<file path="src/rtl/uart_tx_fifo.sv">
// uart_tx_fifo: 8N1 LSB-first UART transmitter fed by a FIFO; frames go out back-to-back.
module uart_tx_fifo #(
  parameter int CLKS_PER_BIT = 434,
  parameter int FIFO_AW      = 4
) (
  input  logic             clk,
  input  logic             rst_n,
  input  logic [7:0]       tx_data,
  input  logic             tx_valid,
  output logic             tx_ready,
  output logic             uart_tx,
  output logic             tx_busy,
  output logic [FIFO_AW:0] fifo_count
);
  localparam int DEPTH = 2**FIFO_AW;
  localparam int BW = $clog2(CLKS_PER_BIT);
  localparam logic [FIFO_AW:0] FULL = (FIFO_AW+1)'(DEPTH);
  localparam logic [FIFO_AW:0] ONE = (FIFO_AW+1)'(1);
  localparam logic [FIFO_AW-1:0] PTR_ONE = FIFO_AW'(1);
  localparam logic [BW-1:0] BAUD_MAX = BW'(CLKS_PER_BIT-1);
  localparam logic [1:0] S_IDLE = 2'd0, S_START = 2'd1, S_DATA = 2'd2, S_STOP = 2'd3;
  logic [7:0]         r_mem [DEPTH];
  logic [FIFO_AW-1:0] r_wr_ptr, r_rd_ptr;
  logic [FIFO_AW:0]   r_count;
  logic [1:0]         r_state;
  logic [BW-1:0]      r_baud;
  logic [2:0]         r_bit;
  logic [7:0]         r_shreg;
  logic               r_tx;
  logic               w_push, w_pop, w_baud_done;
  assign tx_ready    = r_count != FULL;
  assign w_push      = tx_valid && tx_ready;
  assign w_baud_done = r_baud == BAUD_MAX;
  // The head is popped on entry to START, either from IDLE or straight out of STOP.
  assign w_pop       = (r_count != '0) && (r_state == S_IDLE || (r_state == S_STOP && w_baud_done));
  assign uart_tx     = r_tx;
  assign tx_busy     = r_state != S_IDLE;
  assign fifo_count  = r_count;
  always_ff @(posedge clk)
    if (w_push) r_mem[r_wr_ptr] <= tx_data;
  always_ff @(posedge clk or negedge rst_n)
    if (!rst_n) begin
      r_wr_ptr <= '0;
      r_rd_ptr <= '0;
      r_count  <= '0;
    end else begin
      if (w_push) r_wr_ptr <= r_wr_ptr + PTR_ONE;
      if (w_pop) r_rd_ptr <= r_rd_ptr + PTR_ONE;
      r_count <= (w_push && !w_pop) ? r_count + ONE : (w_pop && !w_push) ? r_count - ONE : r_count;
    end
  always_ff @(posedge clk or negedge rst_n)
    if (!rst_n) begin
      r_state <= S_IDLE;
      r_baud  <= '0;
      r_bit   <= '0;
      r_shreg <= '0;
      r_tx    <= 1'b1;
    end else begin
      r_baud <= (r_state == S_IDLE || w_baud_done) ? '0 : r_baud + BW'(1);
      case (r_state)
        S_IDLE:
          if (w_pop) begin
            r_state <= S_START;
            r_tx    <= 1'b0;
            r_shreg <= r_mem[r_rd_ptr];
          end
        S_START:
          if (w_baud_done) begin
            r_state <= S_DATA;
            r_tx    <= r_shreg[0];
            r_bit   <= '0;
          end
        S_DATA:
          if (w_baud_done) begin
            if (r_bit == 3'd7) begin
              r_state <= S_STOP;
              r_tx    <= 1'b1;
            end else begin
              r_shreg <= {1'b0, r_shreg[7:1]};
              r_tx    <= r_shreg[1];
              r_bit   <= r_bit + 3'd1;
            end
          end
        default:
          if (w_baud_done) begin
            r_state <= w_pop ? S_START : S_IDLE;
            r_tx    <= !w_pop;
            if (w_pop) r_shreg <= r_mem[r_rd_ptr];
          end
      endcase
    end
endmodule
</file>
<file path="config.mk">
export PLATFORM = sky130hd
export DESIGN_NAME = uart_tx_fifo
export DESIGN_NICKNAME = d
export VERILOG_FILES = /design/src/rtl/uart_tx_fifo.sv
export SDC_FILE = /design/constraint.sdc
export NUM_CORES = 1
export LEC_CHECK = 0
export CAP_MARGIN = 0
export CORE_UTILIZATION = 50
export CTS_BUF_LIST = sky130_fd_sc_hd__clkbuf_16
export DETAILED_ROUTE_END_ITERATION = 6
export GPL_ROUTABILITY_DRIVEN = 0
export GPL_TIMING_DRIVEN = 1
export PLACE_DENSITY = 0.73
export SETUP_SLACK_MARGIN = 0.05
export SLEW_MARGIN = 20
export SYNTH_ARGS = -nofsm -noshare
export SYNTH_HDL_FRONTEND = slang
export SYNTH_SLANG_ARGS = --single-unit
</file>
<file path="constraint.sdc">
create_clock -name clk -period 3 [get_ports clk]
set_clock_uncertainty 0.05 [all_clocks]
set_input_delay 0.6 -clock clk [delete_from_list [all_inputs] [get_ports clk]]
set_output_delay 0.6 -clock clk [all_outputs]
set_load 0.005 [all_outputs]
</file>
* After elaboration in Yosys (flattened, before gate mapping)
Memories as Yosys holds them, arrays and structs flattened.
Cells that the tools add are included.
** Operators by class
- Add/subtract/negate cells :: 6
- Multipliers :: 0
- Div/mod/pow operators :: 0
- Magnitude comparators :: 0
- Eq/ne operators :: 11
- Shift-type cells :: 0
- Multiplexer cells :: 27
- Bitwise gates (word level) :: 1
- Reduce and logical (&&, ||, !) cells :: 19
** Operator list (count)
- $mux W8 :: 4
- $pmux W8 S3 :: 1
- $reduce_and A4 Y1 :: 3
- $mux W2 :: 5
- $mux W5 :: 2
- $ne A2 B2 Y1 const B :: 5
- $add A9 B1 Y9 const B :: 1
- $eq A9 B9 Y1 const B :: 1
- $mux W3 :: 3
- $mux W9 :: 1
- $add A4 B1 Y4 const B :: 2
- $mux W1 :: 8
- $reduce_bool A2 Y1 :: 4
- $pmux W2 S3 :: 1
- $pmux W3 S2 :: 1
- $add A5 B1 Y5 const B :: 1
- $logic_and A1 B1 Y1 :: 5
- $ne A5 B5 Y1 const B :: 1
- $reduce_and A5 Y1 :: 1
- $reduce_bool A5 Y1 :: 1
- $sub A5 B1 Y5 const B :: 1
- $eq A2 B2 Y1 const B :: 2
- $add A3 B1 Y3 const B :: 1
- $eq A3 B3 Y1 const B :: 1
- other kinds (6) :: 8
** Storage, ports and cells
- Register bits :: 36
- Bits in latches :: 0
- Bits in writable memories :: 128
- ROM bits :: 0
- Bits of input ports :: 11
- Output and inout bits :: 8
- Word-level logic and storage cells :: 73
- Memories kept :: 1
** Memories
- r_mem :: depth 16, bits a word 8, read ports 1, clocked after Yosys merged registers in 0, write ports 1, line 22 : logic [7:0] r_mem [DEPTH];

* Depth between registers and ports, before layout
- Word-level depth :: 7
- Mapped depth :: 15
- Depth with buffers taken out :: 14

* Least setup slack after synthesis
OpenSTA, ideal clock, no wires.
- Path kind :: reg-to-reg
- From :: register r_baud[1]
- To :: register r_count[4] (netlist: fifo_count[4])
- Arrival :: 2773 ps
- Required time :: 2824 ps
- Slack :: 51 ps
- Cell stages (with the launch flop) :: 15
- Period minus slack after synthesis :: 2949 ps
- Path through :: dfrtp_1 inv_1 ha_1 nand4b_4 o41ai_4 o211a_4 inv_1 ha_1 inv_1 ha_1 a21o_1 a21oi_1 xnor2_1 nor2_1 xor2_1
** On the way
- Word-level cells in the longest chain between the ends :: 7
- Elaborated cells on any way between the ends :: 9
** RTL lines
- start, declared :: line 26 : logic [BW-1:0] r_baud;
- start signal, assigned :: line 59 : r_baud <= (r_state == S_IDLE || w_baud_done) ? '0 : r_baud + BW'(1);
- $eq A9 B9 Y1 (*) :: line 33 : assign w_baud_done = r_baud == BAUD_MAX;
- $logic_and A1 B1 Y1 (*) :: line 35 : assign w_pop = (r_count != '0) && (r_state == S_IDLE || (r_state == S_STOP && w_baud_done));
- $logic_or A1 B1 Y1 (*) :: line 35
- $logic_and A1 B1 Y1 (*) :: line 35
- $logic_not A1 Y1 :: line 49 : r_count <= (w_push && !w_pop) ? r_count + ONE : (w_pop && !w_push) ? r_count - ONE : r_count;
- $logic_and A1 B1 Y1 :: line 49
- $mux W5 or $reduce_bool A2 Y1 (tied branches)
- end signal, assigned :: line 49
- end, declared :: line 24 : logic [FIFO_AW:0] r_count;
Every way passes the cells marked *; elsewhere a longest branch is shown, timed or not.
A chain may end at the register's enable or synchronous reset.

* Final worst setup path
Ends and elaborated chain as after synthesis.

==> summary.md <==
| Metric | Value |
|---|---|
| Status | finished clean |
| Pleak | 3.02 nW |
| Post-synth top area share | a little over half |
| Max-slew violations | 0 |
| Core area | 0.0135 mm^2 |
| Async SR Flop Fraction | 22.0% |
| Worst hold slack | 0.244 ns |
| Max Fclk | 362 MHz |
| Post-Syn Area per Cell | 16.8 um^2 |
| Vias in the first global route | 3968 |
| Starting density of the core | 52.1% |
| Most numerous cell in the Yosys netlist | edfxtp_1 |
| P&R area growth vs syn | 16.9% |
| Post-synthesis sequential area ratio | 67.4% |
| Power Dens Cells | 695 mW/mm^2 |
| Filler cells | 953 |
| Worst Setup Start Kind | register |
| Multi-input logic area | 0.00217 mm^2 |
| Area leader, netlist | edfxtp_1 |
| Largest net degree at the start of global routing | 37 |
| Netlist cell types | 49 |
| Vias per std cell | 5.67 |
| Die area | 0.0146 mm^2 |
| FF+latch area | 0.00475 mm^2 |
| Peak supply drop | 0.664 mV |
| Crit end category | register |
| Root Buffer | clkbuf_16 |
| Total GRT Usage | 20.6% |
| Ys flop type | edfxtp_1 |
| RSZ-0062 raised after global routing | false |
| # setup viols final | 0 |
| HPWL Detailed | 8.79 mm |
| Total power | 5.72 mW |
| Clock sink count | 164 |
| Vias | 3765 |
| Hold WC Path Type | in2async |
| Clock slew at reported path FFs | roughly 0.060 ns |
| Final setup TNS | 0 ns |
| Final wirelength | 13.4 mm |
| Die Y | roughly 120 um |
| I/O pin count | 19 |
| Die W | 121 um |
| CTS tree | done |
| Clk Latency, worst-skew pair | 0.43 ns |
| Most frequent cells after synthesis | 128 x edfxtp_1, 35 x dfrtp_1, 31 x nand2_1 |
| Global-route wire length before repair | 21.5 mm |
| 1st-iter DRT viols | 343 |
| Maximum clock path buffer count | 2 |
| Antenna cells | 0 |
| Design area | 0.00823 mm^2 |
| DR pass1 iterations | 4 |
| Critical path peak fanout | 4 |
| Endpoints failing hold | 0 |
| CP arrival | between 3 and 4 ns |
| Layout net count | 504 |
| Final worst path period share | 92.1% |
| Initial antenna violation count | 0 |
| Avg WL per Cell | 20.2 um |
| H-tree depth | 4 |
| Critical path type | reg2reg |
| CTS Buf Count | 17 |
| Max Cap Viol | 0 |
| Slew @ Worst Pin | between 0.8 and 0.9 ns |
| DRC viols | 0 |
| Relative slew slack | 41.2% |
| Post-synth EDFFs | 128 |
| Top post-synthesis cells by area | edfxtp_1 55%, dfrtp_1 12%, mux4_2 6.7% |
| Final min period | 2.76 ns |
| Grt ovf | 0 |
| Antenna Nets Post-Route | 0 |
| Number of synthesized register bits | 164 |
| Buffers on Ports | 18 |
| Mapped Area | approximately 0.007 mm^2 |
| Req. time, crit path | 3.29 ns |
| Mapped Nets | 448 |
| Area after DPL | 0.00758 mm^2 |
| Rows | 42 |
| Layout cells sized above 1 | roughly a quarter |
| Yosys synthesis warning count | 0 |
| Synth Instances | 419 |
final cells by class:
type                       count  area share, %
sequential                   164           57.7
multi-input combinational    223           26.4
tap                          176           2.68
clock buffer                  17           5.17
inverter                      14          0.715
timing repair buffer          55           5.50
clock inverter                15           1.89
logic make-up (layout without fill, tap and decap cells):
family / count (synthesis) / count (layout) / synth area share [%]
flip-flops: 164 / 164 / 67.4
XOR/XNOR: 15 / 15 / 1.87
AND/OR/NAND/NOR: 81 / 81 / 5.85
adder cells (fa/ha/maj): 18 / 18 / 3.31
buffers and inverters: 32 / 101 / 2.10
AO/OA/AOI/OAI: 53 / 53 / 5.35
multiplexers: 56 / 56 / 14.1
layer usage:
metal | track usage (%) | wire (um) | vias up
met5 | 0 | 0 | -
met4 | 8.10 | 195 | 0
met3 | 4.67 | 499 | 16
met2 | 35.8 | 7060 | 80
met1 | 25.0 | 5680 | 1932
li1 | - | - | 1737
where the power goes:
group	internal [mW]	switching [mW]	leakage, nW
registers	2.70	0.130	1.59
clock network	1.23	0.896	0.282
logic	0.366	0.398	1.14
total	4.29	1.42	3.02
metrics by stage:
step                      instances  util [%]  setup slack, ns
after detailed placement        627      56.1           0.0349
after global placement          627      56.1            0.128
after global routing            664      60.9           0.0585
final                           664      60.9            0.236
after CTS                       659      60.5           0.0520
after floorplan                 419         -           0.0510
critical path, stage by stage, from the launching register on:
cell	delay, ns
dfrtp_1	0.39
inv_1	0.07
ha_2	0.19
nand4b_4	0.13
o41ai_4	0.35
o211a_4	0.24
clkinvlp_4	0.09
ha_2	0.20
inv_4	0.08
ha_4	0.20
a21o_1	0.16
a21oi_2	0.14
xnor2_1	0.07
nor2_1	0.13
xor2_1	0.18
final timing paths:
check / end / cells after the start / slack [ns] / start
max: fifo_count[4] / 14 / 0.24 / r_baud[1]
min reg2reg: uart_tx / 2 / 0.43 / uart_tx
min in group clk: uart_tx / 2 / 0.43 / uart_tx
min: r_wr_ptr[0] / 1 / 0.24 / rst_n
max reg2reg: fifo_count[4] / 14 / 0.24 / r_baud[1]
max in group asynchronous: r_shreg[2] / 1 / 2.10 / rst_n
cell usage in the layout (no fill, tap or decap), drive strengths merged, types with 12 or more instances in the layout:
cell type / instances
edfxtp: 128
buf: 38
dfrtp: 35
nand2: 31
mux4: 30
nor2: 23
clkbuf: 17
clkdlybuf4s50: 17
ha: 17
inv: 17
o21ai: 17
mux2: 15
a21oi: 15
xnor2: 12
registers in the layout, indices dropped and copies added, names as in the netlist:
signal and count:
r_bit 3, r_wr_ptr 4, r_baud 9, r_rd_ptr 4
r_state 2, r_shreg 8, fifo_count 5, uart_tx 1
r_mem 128
repair_timing:
action                                  in CTS  in global routing
endpoints found under the setup margin       1                  2
resized for setup                            1                  7
pin swaps                                    0                  3
setup buffers                                0                  5
hold endpoints to repair                     0                  0
hold buffers                                 0                  0
Power figures use the tool's default switching activity.
